File: src/rtl/cfa_scan_ctrl_if.sv
// Pixel handshake plus the strobes and position that steer the bayer colour lookup.
// slave is the scan controller; master is the upstream source / bayer consumer side.
interface cfa_scan_ctrl_if #(
  parameter int DIM_W = 12
) ();
  logic             pix_valid;
  logic             pix_ready;
  logic             start;
  logic             rowUpdate;
  logic             colUpdate;
  logic [1:0]       patternSelect;
  logic [DIM_W-1:0] col_cnt;
  logic [DIM_W-1:0] row_cnt;
  logic             sof;
  logic             eol;
  logic             eof;

  modport slave (
    input  pix_valid,
    output pix_ready, start, rowUpdate, colUpdate, patternSelect,
           col_cnt, row_cnt, sof, eol, eof
  );

  modport master (
    output pix_valid,
    input  pix_ready, start, rowUpdate, colUpdate, patternSelect,
           col_cnt, row_cnt, sof, eol, eof
  );
endinterface

File: src/rtl/cfa_scan_ctrl.sv
// Raster-scan sequencer: counts row/column of accepted pixels and strobes the bayer
// lookup so its colour symbol tracks the pixel; bayer line parity is left at 0 per frame.
module cfa_scan_ctrl #(
  parameter int DIM_W = 12
) (
  input  logic             clk,
  input  logic             rst,
  input  logic [DIM_W-1:0] cfg_width,
  input  logic [DIM_W-1:0] cfg_height,
  input  logic [1:0]       cfg_pattern,
  input  logic             frame_go,
  input  logic             abort,
  cfa_scan_ctrl_if.slave   scan,
  output logic             busy,
  output logic             done,
  output logic             cfg_err
);

  typedef enum logic [2:0] {IDLE, LOAD, RUN, FLUSH, DONE} state_t;

  state_t           state;
  logic [DIM_W-1:0] w_r, h_r, col_r, row_r;
  logic [1:0]       pat_r;
  logic             par_r;
  logic             cfg_err_r;
  logic             ready, acc, last_col, last_row;

  assign last_col = (col_r == w_r - DIM_W'(1));
  assign last_row = (row_r == h_r - DIM_W'(1));
  // abort blocks acceptance in the same cycle it is seen
  assign ready    = (state == RUN) && !abort;
  assign acc      = scan.pix_valid && ready;

  assign scan.pix_ready     = ready;
  assign scan.start         = (state == LOAD);
  assign scan.colUpdate     = acc && !last_col;
  assign scan.rowUpdate     = (acc && last_col) || (state == FLUSH);
  assign scan.sof           = acc && (col_r == '0) && (row_r == '0);
  assign scan.eol           = acc && last_col;
  assign scan.eof           = acc && last_col && last_row;
  assign scan.patternSelect = pat_r;
  assign scan.col_cnt       = col_r;
  assign scan.row_cnt       = row_r;

  assign busy    = (state != IDLE);
  assign done    = (state == DONE);
  assign cfg_err = cfg_err_r;

  always_ff @(posedge clk or negedge rst) begin
    if (!rst) begin
      state     <= IDLE;
      w_r       <= '0;
      h_r       <= '0;
      pat_r     <= 2'b00;
      col_r     <= '0;
      row_r     <= '0;
      par_r     <= 1'b0;
      cfg_err_r <= 1'b0;
    end else begin
      cfg_err_r <= 1'b0;
      case (state)
        IDLE: begin
          if (frame_go) begin
            if (cfg_width < DIM_W'(2) || cfg_height == '0) begin
              cfg_err_r <= 1'b1;
            end else begin
              w_r   <= cfg_width;
              h_r   <= cfg_height;
              pat_r <= cfg_pattern;
              state <= LOAD;
            end
          end
        end
        LOAD: begin
          col_r <= '0;
          row_r <= '0;
          par_r <= 1'b0;
          state <= abort ? DONE : RUN;
        end
        RUN: begin
          // par_r tracks rowUpdates issued, so an abort knows whether bayer needs a FLUSH
          if (abort) begin
            state <= par_r ? FLUSH : DONE;
          end else if (acc) begin
            if (last_col) begin
              col_r <= '0;
              par_r <= ~par_r;
              if (last_row) begin
                row_r <= '0;
                state <= h_r[0] ? FLUSH : DONE;
              end else begin
                row_r <= row_r + DIM_W'(1);
              end
            end else begin
              col_r <= col_r + DIM_W'(1);
            end
          end
        end
        FLUSH: begin
          par_r <= 1'b0;
          state <= DONE;
        end
        DONE: begin
          col_r <= '0;
          row_r <= '0;
          state <= IDLE;
        end
        default: state <= IDLE;
      endcase
    end
  end

endmodule

File: src/flat_wrapper.sv
// flat-port wrapper written by rule: the top's interface ports become plain ports
module cfa_scan_ctrl_flat 
#(
  parameter int DIM_W = 12
)
  (clk, rst, cfg_width, cfg_height, cfg_pattern, frame_go, abort, busy, done, cfg_err, scan_pix_valid, scan_pix_ready, scan_start, scan_rowUpdate, scan_colUpdate, scan_patternSelect, scan_col_cnt, scan_row_cnt, scan_sof, scan_eol, scan_eof);
  cfa_scan_ctrl_if #(.DIM_W(DIM_W)) scan_i ();
  input  logic clk;
  input  logic rst;
  input  logic [DIM_W-1:0] cfg_width;
  input  logic [DIM_W-1:0] cfg_height;
  input  logic [1:0] cfg_pattern;
  input  logic frame_go;
  input  logic abort;
  output logic busy;
  output logic done;
  output logic cfg_err;
  input wire logic [$bits(scan_i.pix_valid)-1:0] scan_pix_valid;
  output wire logic [$bits(scan_i.pix_ready)-1:0] scan_pix_ready;
  output wire logic [$bits(scan_i.start)-1:0] scan_start;
  output wire logic [$bits(scan_i.rowUpdate)-1:0] scan_rowUpdate;
  output wire logic [$bits(scan_i.colUpdate)-1:0] scan_colUpdate;
  output wire logic [$bits(scan_i.patternSelect)-1:0] scan_patternSelect;
  output wire logic [$bits(scan_i.col_cnt)-1:0] scan_col_cnt;
  output wire logic [$bits(scan_i.row_cnt)-1:0] scan_row_cnt;
  output wire logic [$bits(scan_i.sof)-1:0] scan_sof;
  output wire logic [$bits(scan_i.eol)-1:0] scan_eol;
  output wire logic [$bits(scan_i.eof)-1:0] scan_eof;
  assign scan_i.pix_valid = scan_pix_valid;
  assign scan_pix_ready = scan_i.pix_ready;
  assign scan_start = scan_i.start;
  assign scan_rowUpdate = scan_i.rowUpdate;
  assign scan_colUpdate = scan_i.colUpdate;
  assign scan_patternSelect = scan_i.patternSelect;
  assign scan_col_cnt = scan_i.col_cnt;
  assign scan_row_cnt = scan_i.row_cnt;
  assign scan_sof = scan_i.sof;
  assign scan_eol = scan_i.eol;
  assign scan_eof = scan_i.eof;
  cfa_scan_ctrl #(.DIM_W(DIM_W)) u_core (.clk(clk), .rst(rst), .cfg_width(cfg_width), .cfg_height(cfg_height), .cfg_pattern(cfg_pattern), .frame_go(frame_go), .abort(abort), .scan(scan_i), .busy(busy), .done(done), .cfg_err(cfg_err));
endmodule
File: config.mk
export PLATFORM = sky130hd
export DESIGN_NAME = cfa_scan_ctrl_flat
export DESIGN_NICKNAME = d
export VERILOG_FILES = /design/src/rtl/cfa_scan_ctrl_if.sv /design/src/rtl/cfa_scan_ctrl.sv /design/src/flat_wrapper.sv
export SDC_FILE = /design/constraint.sdc
export NUM_CORES = 1
export LEC_CHECK = 0
export CAP_MARGIN = 20
export CORE_MARGIN = 5
export CORE_UTILIZATION = 50
export CTS_CLUSTER_DIAMETER = 40
export DETAILED_ROUTE_END_ITERATION = 8
export PLACE_DENSITY = 0.84
export SLEW_MARGIN = 10
export SYNTH_ARGS = -nofsm -noshare
export SYNTH_HDL_FRONTEND = slang
export SYNTH_SLANG_ARGS = --single-unit
File: constraint.sdc
create_clock -name clk -period 3.3 [get_ports clk]
set_input_delay 0.66 -clock clk [delete_from_list [all_inputs] [get_ports clk]]
set_output_delay 0.66 -clock clk [all_outputs]
set_load 0.05 [all_outputs]
==> flow_summary.json, run 1 <==
{
  "synth_warnings": 0,
  "io_pins": 67,
  "setup_viol": 3,
  "grt_use_total_pct": 22.4,
  "drv_cap": 0,
  "wl_per_cell_um": 17.4,
  "grt_max_degree": 27,
  "synthTopCellsByCount": "dfrtp_1, nand2_1, mux2_2",
  "finalPower_mw": 3.93,
  "ys_async_sr_fraction_pct": 100,
  "synth-seq-cells": 55,
  "overflow": 0,
  "synthCells": 388,
  "crit_end": "scan_eof",
  "fin_cells": 565,
  "die_w_um": 95.9,
  "path_clk_slew_ns": 0.10,
  "final_area_um2": 4760,
  "port_buffers": 66,
  "synth-main-ff-cell": "dfrtp_1",
  "fin_ws_ns": -0.241,
  "clock_latency_ns": 0.31,
  "drc_errors": 0,
  "drv_slew": 0,
  "crit_fanout": 4,
  "cts_tree": "done",
  "antenna_found_initial": 0,
  "synth_edf_count": 0,
  "htree_levels": 2,
  "drive_above_1_share_pct": 21.0,
  "postSynthAreaPerCell_um2": 9.50,
  "syn_area_um2": 3690,
  "fmax_mhz": 282,
  "synth_nets": 425,
  "max_slew_margin_pct": 58.8,
  "ys_seq_area_share_pct": 37.3,
  "ctsHoldBuffers": 0,
  "cts_buffers": 5,
  "dp.cells": 553,
  "yosys.area.top_type_share_pct": 37.3,
  "leakagePower_nw": 1.94,
  "initial_core_util_pct": 51.1,
  "row_count": 31,
  "crit_start": "u_core.w_r[3]",
  "start_kind": "register",
  "viasPerCell": 5.88,
  "cts_sinks": 55,
  "grt_pass1_vias": 3356,
  "synth.most_common_cell": "dfrtp_1",
  "hold_violations": 0,
  "areaGrowthSynthToFinish_pct": 29.2,
  "vias": 3322,
  "place_ws_ns": -0.00151,
  "coreArea_um2": 7210,
  "clock_skew_ns": 0.00244,
  "place_congestion": 0.925,
  "arrival_ns": 2.88,
  "fill_cells": 608,
  "status": "finished with violations",
  "r2r_cells": 9,
  "fp.dieH_um": 95.9,
  "worstMarginPinSlew_ns": 0.619,
  "grt_pass1_wl_mm": 16.2,
  "ant_nets": 0,
  "rsz0062_at_grt": "yes",
  "wirelength_mm": 9.83,
  "final.min_clock_period_ns": 3.54,
  "die_area_um2": 9190,
  "critPathKind": "register to primary output",
  "r2r_start": "u_core.w_r[3]",
  "min_period_over_period_pct": 107,
  "n_antenna_cell": 0,
  "final_util_pct": 66.0,
  "synthTopCellsByArea": "dfrtp_1, mux2_2, xor2_1",
  "hpwl_mm": 7.35,
  "r2r_end": "u_core.scan.row_cnt[8]",
  "drt_first_iter_violations": 179,
  "fin_nets": 503,
  "post-synth-top-area-cell": "dfrtp_1",
  "hold_path.class": "primary input to asynchronous set/reset pin",
  "dr.pass1.iters": 4,
  "ys_types": 62,
  "p_per_area_nw_per_um2": 825,
  "root_buffer": "clkbuf_8",
  "cp-end-kind": "primary output",
  "postPlaceCellArea_um2": 4590,
  "ir_drop_mv": 0.555,
  "violations": "negative setup slack",
  "cts_buffer_depth": 2,
  "r2r_slack_ns": 0.28,
  "required_ns": 2.64
}
==> sequential cells by signal (all words and copies together), names as in the netlist <==
signal                     flops
u_core.h_r                    12
u_core.scan.col_cnt           12
u_core.scan.row_cnt           12
u_core.w_r                    12
u_core.state                   3
u_core.scan.patternSelect      2
u_core.cfg_err                 1
u_core.par_r                   1
==> metrics by stage <==
step / setup TNS, ns / hold WS, ns
after detailed placement: -0.00151 / 0.503
after CTS: -0.533 / 0.193
final: -0.598 / 0.191
after floorplan: -0.132 / 0.364
after global routing: -0.952 / 0.194
after global placement: 0 / 0.487
==> power by group <==
group	leakage [nW]	internal [mW]	switching, mW	total, mW
clock	0.0502	0.222	0.227	0.449
combinational	1.24	1.03	1.20	2.23
sequential	0.655	0.909	0.338	1.25
total	1.94	2.16	1.77	3.93
==> metal layers <==
metal / share of wire [%] / track usage [%] / wire length, um / vias up
li1: - / - / - / 1580
met1: 42 / 28.4 / 4150 / 1628
met2: 51 / 39.2 / 5040 / 98
met3: 5.0 / 3.52 / 495 / 16
met5: 0 / 0 / 0 / -
met4: 1.5 / 6.87 / 147 / 0
==> layout make-up <==
class | count | area (um2) | area share (%)
Clock buffer | 5 | 68.8 | 1.44
Inverter | 14 | 52.6 | 1.10
Sequential cell | 55 | 1380 | 28.9
Tap cell | 99 | 124 | 2.60
Multi-Input combinational cell | 299 | 2220 | 46.6
Timing Repair Buffer | 91 | 882 | 18.5
Clock inverter | 2 | 37.5 | 0.788
==> worst max-delay path: stages, from the launching register on <==
cell and delay (ns):
dfrtp_1 0.39, or4_4 0.59, nor4b_4 0.31, o2111ai_2 0.14, nor4_2 0.22, or3b_4 0.44
nor2_4 0.15, and2_4 0.19, buf_12 0.13
==> repair_timing <==
item | 4_1_cts | 5_1_grt
pin swaps | 1 | 0
buffers inserted | 5 | 0
endpoints found under the setup margin | 3 | 4
gates resized for setup | 4 | 3
==> worst min-delay path by stage <==
stage | start | to | slack [ns]
after detailed placement | u_core.scan.patternSelect[1] | u_core.scan.patternSelect[1] | 0.50
after floorplan | rst | u_core.cfg_err | 0.36
after CTS | rst | u_core.scan.col_cnt[0] | 0.19
final | rst | u_core.scan.col_cnt[0] | 0.19
after global placement | u_core.scan.patternSelect[1] | u_core.scan.patternSelect[1] | 0.49
after global routing | rst | u_core.par_r | 0.19
==> cell usage in the layout, fill, tap and decap left out, types with 12 or more instances in the layout <==
master and n:
clkdlybuf4s50_1 59, dfrtp_1 54, nand2_1 34, mux2_2 26, buf_4 26, nor2_1 23, xor2_1 16, xnor2_1 15
inv_1 14, nor4_1 12, nand2b_1 12
==> cells by family (layout without fill, tap and decap cells) <==
logic type | Yosys count | count (layout) | share of synthesized area (%)
xor+xnor | 31 | 31 | 7.37
fa+ha+maj | 6 | 6 | 2.04
buf+inv | 34 | 112 | 4.11
simple gates | 164 | 164 | 25.8
mux | 26 | 26 | 7.94
compound gates | 72 | 72 | 15.4
flops | 55 | 55 | 37.3
(Power assumes the default switching activity.)
==> run 2, diff against run 1 <==
--- a/config.mk
+++ b/config.mk
@@ -10,6 +10,7 @@
 export CORE_UTILIZATION = 50
 export CTS_CLUSTER_DIAMETER = 40
 export DETAILED_ROUTE_END_ITERATION = 8
+export GPL_TIMING_DRIVEN = 0
 export PLACE_DENSITY = 0.84
 export SLEW_MARGIN = 10
 export SYNTH_ARGS = -nofsm -noshare
==> run 2 against run 1 <==
The flow still finishes with violations (negative setup slack). First-iteration DRC count shrank 1.1%. Wire length is 3.6% lower. Die area stayed put. Critical endpoint unchanged.
==> flow_summary.json, run 2 (synthesis gave the netlist of run 1 again) <==
{
  "viasPerCell": 5.82,
  "areaGrowthSynthToFinish_pct": 28.9,
  "min_period_over_period_pct": 110,
  "overflow": 0,
  "row_count": 31,
  "cts_buffers": 5,
  "ir_drop_mv": 0.445,
  "required_ns": 2.64,
  "worstMarginPinSlew_ns": 0.575,
  "fmax_mhz": 275,
  "leakagePower_nw": 1.93,
  "grt_pass1_vias": 3299,
  "port_buffers": 66,
  "setup_viol": 4,
  "place_ws_ns": -0.753,
  "cp-end-kind": "primary output",
  "path_clk_slew_ns": 0.10,
  "n_antenna_cell": 0,
  "root_buffer": "clkbuf_8",
  "drv_slew": 0,
  "grt_max_degree": 36,
  "hold_violations": 0,
  "place_congestion": 0.901,
  "fin_cells": 572,
  "grt_use_total_pct": 22.0,
  "p_per_area_nw_per_um2": 803,
  "status": "finished with violations",
  "hpwl_mm": 7.16,
  "max_slew_margin_pct": 61.7,
  "hold_path.class": "primary input to asynchronous set/reset pin",
  "layout_common_cells": "clkdlybuf4s50_1, dfrtp_1, nand2_1",
  "fp.dieH_um": 95.9,
  "multi_input_area_um2": 2210,
  "postPlaceCellArea_um2": 4530,
  "io_pins": 67,
  "drive_above_1_share_pct": 19.5,
  "die_area_um2": 9190,
  "ctsHoldBuffers": 0,
  "violations": "negative setup slack",
  "wl_per_cell_um": 16.6,
  "critPathKind": "register to primary output",
  "cts_buffer_depth": 2,
  "drc_errors": 0,
  "fin_nets": 509,
  "antenna_found_initial": 0,
  "cts_sinks": 55,
  "final.min_clock_period_ns": 3.64,
  "coreArea_um2": 7210,
  "clock_latency_ns": 0.32,
  "htree_levels": 2,
  "fin_ws_ns": -0.337,
  "fill_cells": 599,
  "drv_cap": 0,
  "initial_core_util_pct": 51.1,
  "crit_fanout": 4,
  "grt_pass1_wl_mm": 15.9,
  "dr.pass1.iters": 4,
  "arrival_ns": 2.98,
  "start_kind": "register",
  "setup_tns_ns": -1.00,
  "drt_first_iter_violations": 177,
  "final_common_cell": "clkdlybuf4s50_1",
  "clock_skew_ns": 0.00860,
  "ant_nets": 0,
  "rsz0062_at_grt": "yes",
  "dp.cells": 554,
  "final_area_um2": 4750,
  "register_area_um2": 1380,
  "vias": 3327,
  "cts_tree": "done",
  "wirelength_mm": 9.48,
  "die_w_um": 95.9
}
[run 2: cell count changes in the layout (fill, tap and decap cells not counted), moves of 3 or more]
cell and delta:
buf_12 -3, buf_6 +5, buf_8 +3, buf_4 -17
clkbuf_1 +14
[run 2: path summary, 6_finish.rpt]
path	slack, ns	start	depth (start not counted)	to
max	-0.34	u_core.w_r[6]	8	scan_eof
min	0.28	rst	1	u_core.scan.col_cnt[5]
max reg2reg	0.14	u_core.w_r[6]	10	u_core.scan.row_cnt[9]
min reg2reg	0.52	u_core.scan.patternSelect[1]	1	u_core.scan.patternSelect[1]
max in group asynchronous	2.46	rst	2	u_core.scan.col_cnt[8]
min in group clk	0.52	u_core.scan.patternSelect[1]	1	u_core.scan.patternSelect[1]
[run 2: area by class of cell]
class	count	share of cell area [%]
Buffer	19	2.21
Clock buffer	7	1.82
Clock inverter	1	0.184
Inverter	14	1.11
Multi-Input combinational cell	299	46.6
Sequential cell	55	29.1
Tap cell	99	2.61
Timing Repair Buffer	78	16.4
[run 2: critical path: stages, from the launching register on]
cell       delay, ns
dfrtp_1         0.41
or4_4           0.56
nor4b_2         0.31
o2111ai_1       0.16
nor4_2          0.27
or3b_4          0.44
nor2_4          0.16
and2_4          0.19
buf_8           0.14
[run 2: metal layers]
layer	vias up	track usage [%]	share of wire [%]	wire length [um]
li1	1591	-	-	-
met1	1619	27.5	42	3990
met2	98	38.3	51	4820
met3	19	5.24	5.2	491
met4	0	5.21	1.9	179
met5	-	0	0	0
[run 2: stage by stage]
stage	util (%)	hold WS, ns	power [mW]
floorplan	-	0.364	2.74
global placement	62.6	0.489	3.22
detailed placement	62.8	0.503	3.32
CTS	65.3	0.295	3.77
global route	65.8	0.303	4.10
finish	65.8	0.281	3.81
[run 2: power breakdown]
group	leakage (nW)	internal, mW	total (mW)	switching (mW)
clock	0.0484	0.173	0.403	0.230
sequential	0.653	0.912	1.22	0.308
combinational	1.23	0.991	2.19	1.20
total	1.93	2.08	3.81	1.74
[run 2: what timing repair did]
item,in CTS,in global routing
pin swaps,3,2
setup endpoints to repair,5,12
setup buffers,8,3
gates resized for setup,37,10
gates cloned,0,0
==> run 3, diff against run 2 <==
--- a/config.mk
+++ b/config.mk
@@ -5,13 +5,15 @@
 export SDC_FILE = /design/constraint.sdc
 export NUM_CORES = 1
 export LEC_CHECK = 0
+export ABC_AREA = 0
 export CAP_MARGIN = 20
 export CORE_MARGIN = 5
 export CORE_UTILIZATION = 50
 export CTS_CLUSTER_DIAMETER = 40
 export DETAILED_ROUTE_END_ITERATION = 8
+export DONT_BUFFER_PORTS = 1
 export GPL_TIMING_DRIVEN = 0
-export PLACE_DENSITY = 0.84
+export PLACE_DENSITY = 0.72
 export SLEW_MARGIN = 10
 export SYNTH_ARGS = -nofsm -noshare
 export SYNTH_HDL_FRONTEND = slang
==> run 3 against run 2 <==
The flow still finishes with violations (negative setup slack). Register-to-register slack gained 0.10 ns. First-iteration DRC count shrank 19%. Clock power shrank 2%. Sequential cell count is the same. Fmax shrank 4.9%.
==> flow_summary.json, run 3 (synthesis gave the netlist of run 1 again) <==
{
  "final.min_clock_period_ns": 3.82,
  "min_period_over_period_pct": 116,
  "drt_first_iter_violations": 144,
  "cts_sinks": 55,
  "root_buffer": "clkbuf_8",
  "p_per_area_nw_per_um2": 878,
  "fin_nets": 446,
  "wirelength_mm": 9.12,
  "violations": "negative setup slack",
  "die_w_um": 95.9,
  "initial_core_util_pct": 51.1,
  "ant_nets": 0,
  "setup_viol": 4,
  "ctsHoldBuffers": 0,
  "drv_slew": 0,
  "coreArea_um2": 7210,
  "register_area_um2": 1390,
  "hold_path.class": "primary input to asynchronous set/reset pin",
  "drc_errors": 0,
  "place_congestion": 0.884,
  "ir_drop_mv": 0.369,
  "viasPerCell": 5.94,
  "areaGrowthSynthToFinish_pct": 12.4,
  "row_count": 31,
  "setup_tns_ns": -1.23,
  "hpwl_mm": 6.90,
  "drive_above_1_share_pct": 24.4,
  "max_slew_margin_pct": 51.7,
  "layout_common_cells": "dfrtp_1, nand2_1, mux2_2",
  "wl_per_cell_um": 17.9,
  "overflow": 0,
  "finalPower_mw": 3.64,
  "fmax_mhz": 262,
  "crit_fanout": 7,
  "drv_cap": 0,
  "final_common_cell": "dfrtp_1",
  "rsz0062_at_grt": "yes",
  "fp.dieH_um": 95.9,
  "grt_pass1_wl_mm": 15.1,
  "grt_pass1_vias": 2999,
  "hold_slack_ns": 0.0359,
  "path_clk_slew_ns": 0.10,
  "multi_input_area_um2": 2260,
  "io_pins": 67,
  "status": "finished with violations",
  "clock_latency_ns": 0.31,
  "htree_levels": 2,
  "fin_ws_ns": -0.524,
  "start_kind": "register",
  "leakagePower_nw": 1.69,
  "arrival_ns": 3.16,
  "grt_max_degree": 56,
  "hold_violations": 0,
  "fill_cells": 682,
  "die_area_um2": 9190,
  "grt_use_total_pct": 21.0,
  "port_buffers": 0,
  "antenna_found_initial": 0,
  "cts_tree": "done",
  "clock_skew_ns": 0.00549,
  "dr.pass1.iters": 4,
  "required_ns": 2.64,
  "cts_buffers": 5,
  "critPathKind": "register to primary output",
  "vias": 3023,
  "n_antenna_cell": 0,
  "worstMarginPinSlew_ns": 0.724,
  "cts_buffer_depth": 2,
  "cp-end-kind": "primary output"
}
==> run 3: cell types whose count changed in the layout (fill, tap and decap cells not counted), moves of 2 or more <==
cell,before,now
clkbuf_1,14,12
dfrtp_1,52,47
buf_6,6,3
buf_4,9,15
buf_8,3,1
buf_2,3,1
clkdlybuf4s50_1,59,0
dfrtp_2,3,8
==> run 3: final timing paths <==
check	cells after the start	slack (ns)	start	endpoint
min reg2reg	1	0.54	u_core.w_r[11]	u_core.w_r[11]
max in group asynchronous	0	3.13	rst	u_core.w_r[2]
max reg2reg	10	0.24	u_core.h_r[3]	u_core.scan.row_cnt[6]
min in group clk	2	0.45	frame_go	u_core.cfg_err
max	8	-0.52	u_core.scan.col_cnt[8]	scan_eof
min	0	0.04	rst	u_core.scan.col_cnt[5]
==> run 3: stage by stage <==
stage	instances	worst slack (ns)	util, %	instance area (um2)
global placement	487	-0.331	53.4	3850
finish	509	-0.524	57.4	4140
global route	509	-0.601	57.4	4140
CTS	503	-0.577	56.2	4050
detailed placement	488	-0.388	53.6	3870
floorplan	388	-0.132	-	3730
==> run 3: final cells by class <==
cell class              count  share of cell area [%]
plain buffers              19                    2.69
clock buffers               7                    2.08
clock inverters             1                   0.211
inverters                  14                    1.27
multi-input cells         299                    54.6
flip-flops and latches     55                    33.5
well taps                  99                    2.99
repair buffers             15                    2.72
==> run 3: metal layers <==
metal | share of wire [%] | track usage [%] | wire, um
met1 | 41 | 26.2 | 3780
met2 | 51 | 36.5 | 4670
met3 | 5.9 | 4.93 | 542
met4 | 1.3 | 4.86 | 118
met5 | 0 | 0 | 0
==> run 3: power by group <==
| part | internal (mW) | leakage [nW] | switching, mW |
|---|---|---|---|
| Sequential | 0.912 | 0.648 | 0.532 |
| Combinational | 0.849 | 0.989 | 0.950 |
| Clock | 0.173 | 0.0484 | 0.223 |
| Total | 1.93 | 1.69 | 1.70 |
==> run 3: what timing repair did <==
action / 4_1_cts / 5_1_grt
resized for setup: 10 / 16
cloned: 0 / 0
buffers inserted: 8 / 6
pin swaps: 5 / 5
endpoints found under the setup margin: 6 / 17
==> run 3: worst max-delay path: stages, from the launching register on <==
cell,delay (ns)
dfrtp_2,0.55
buf_8,0.16
or3b_4,0.37
nor4_2,0.29
and3b_1,0.23
and2_4,0.17
or3b_4,0.39
nor2_4,0.37
and2_4,0.32
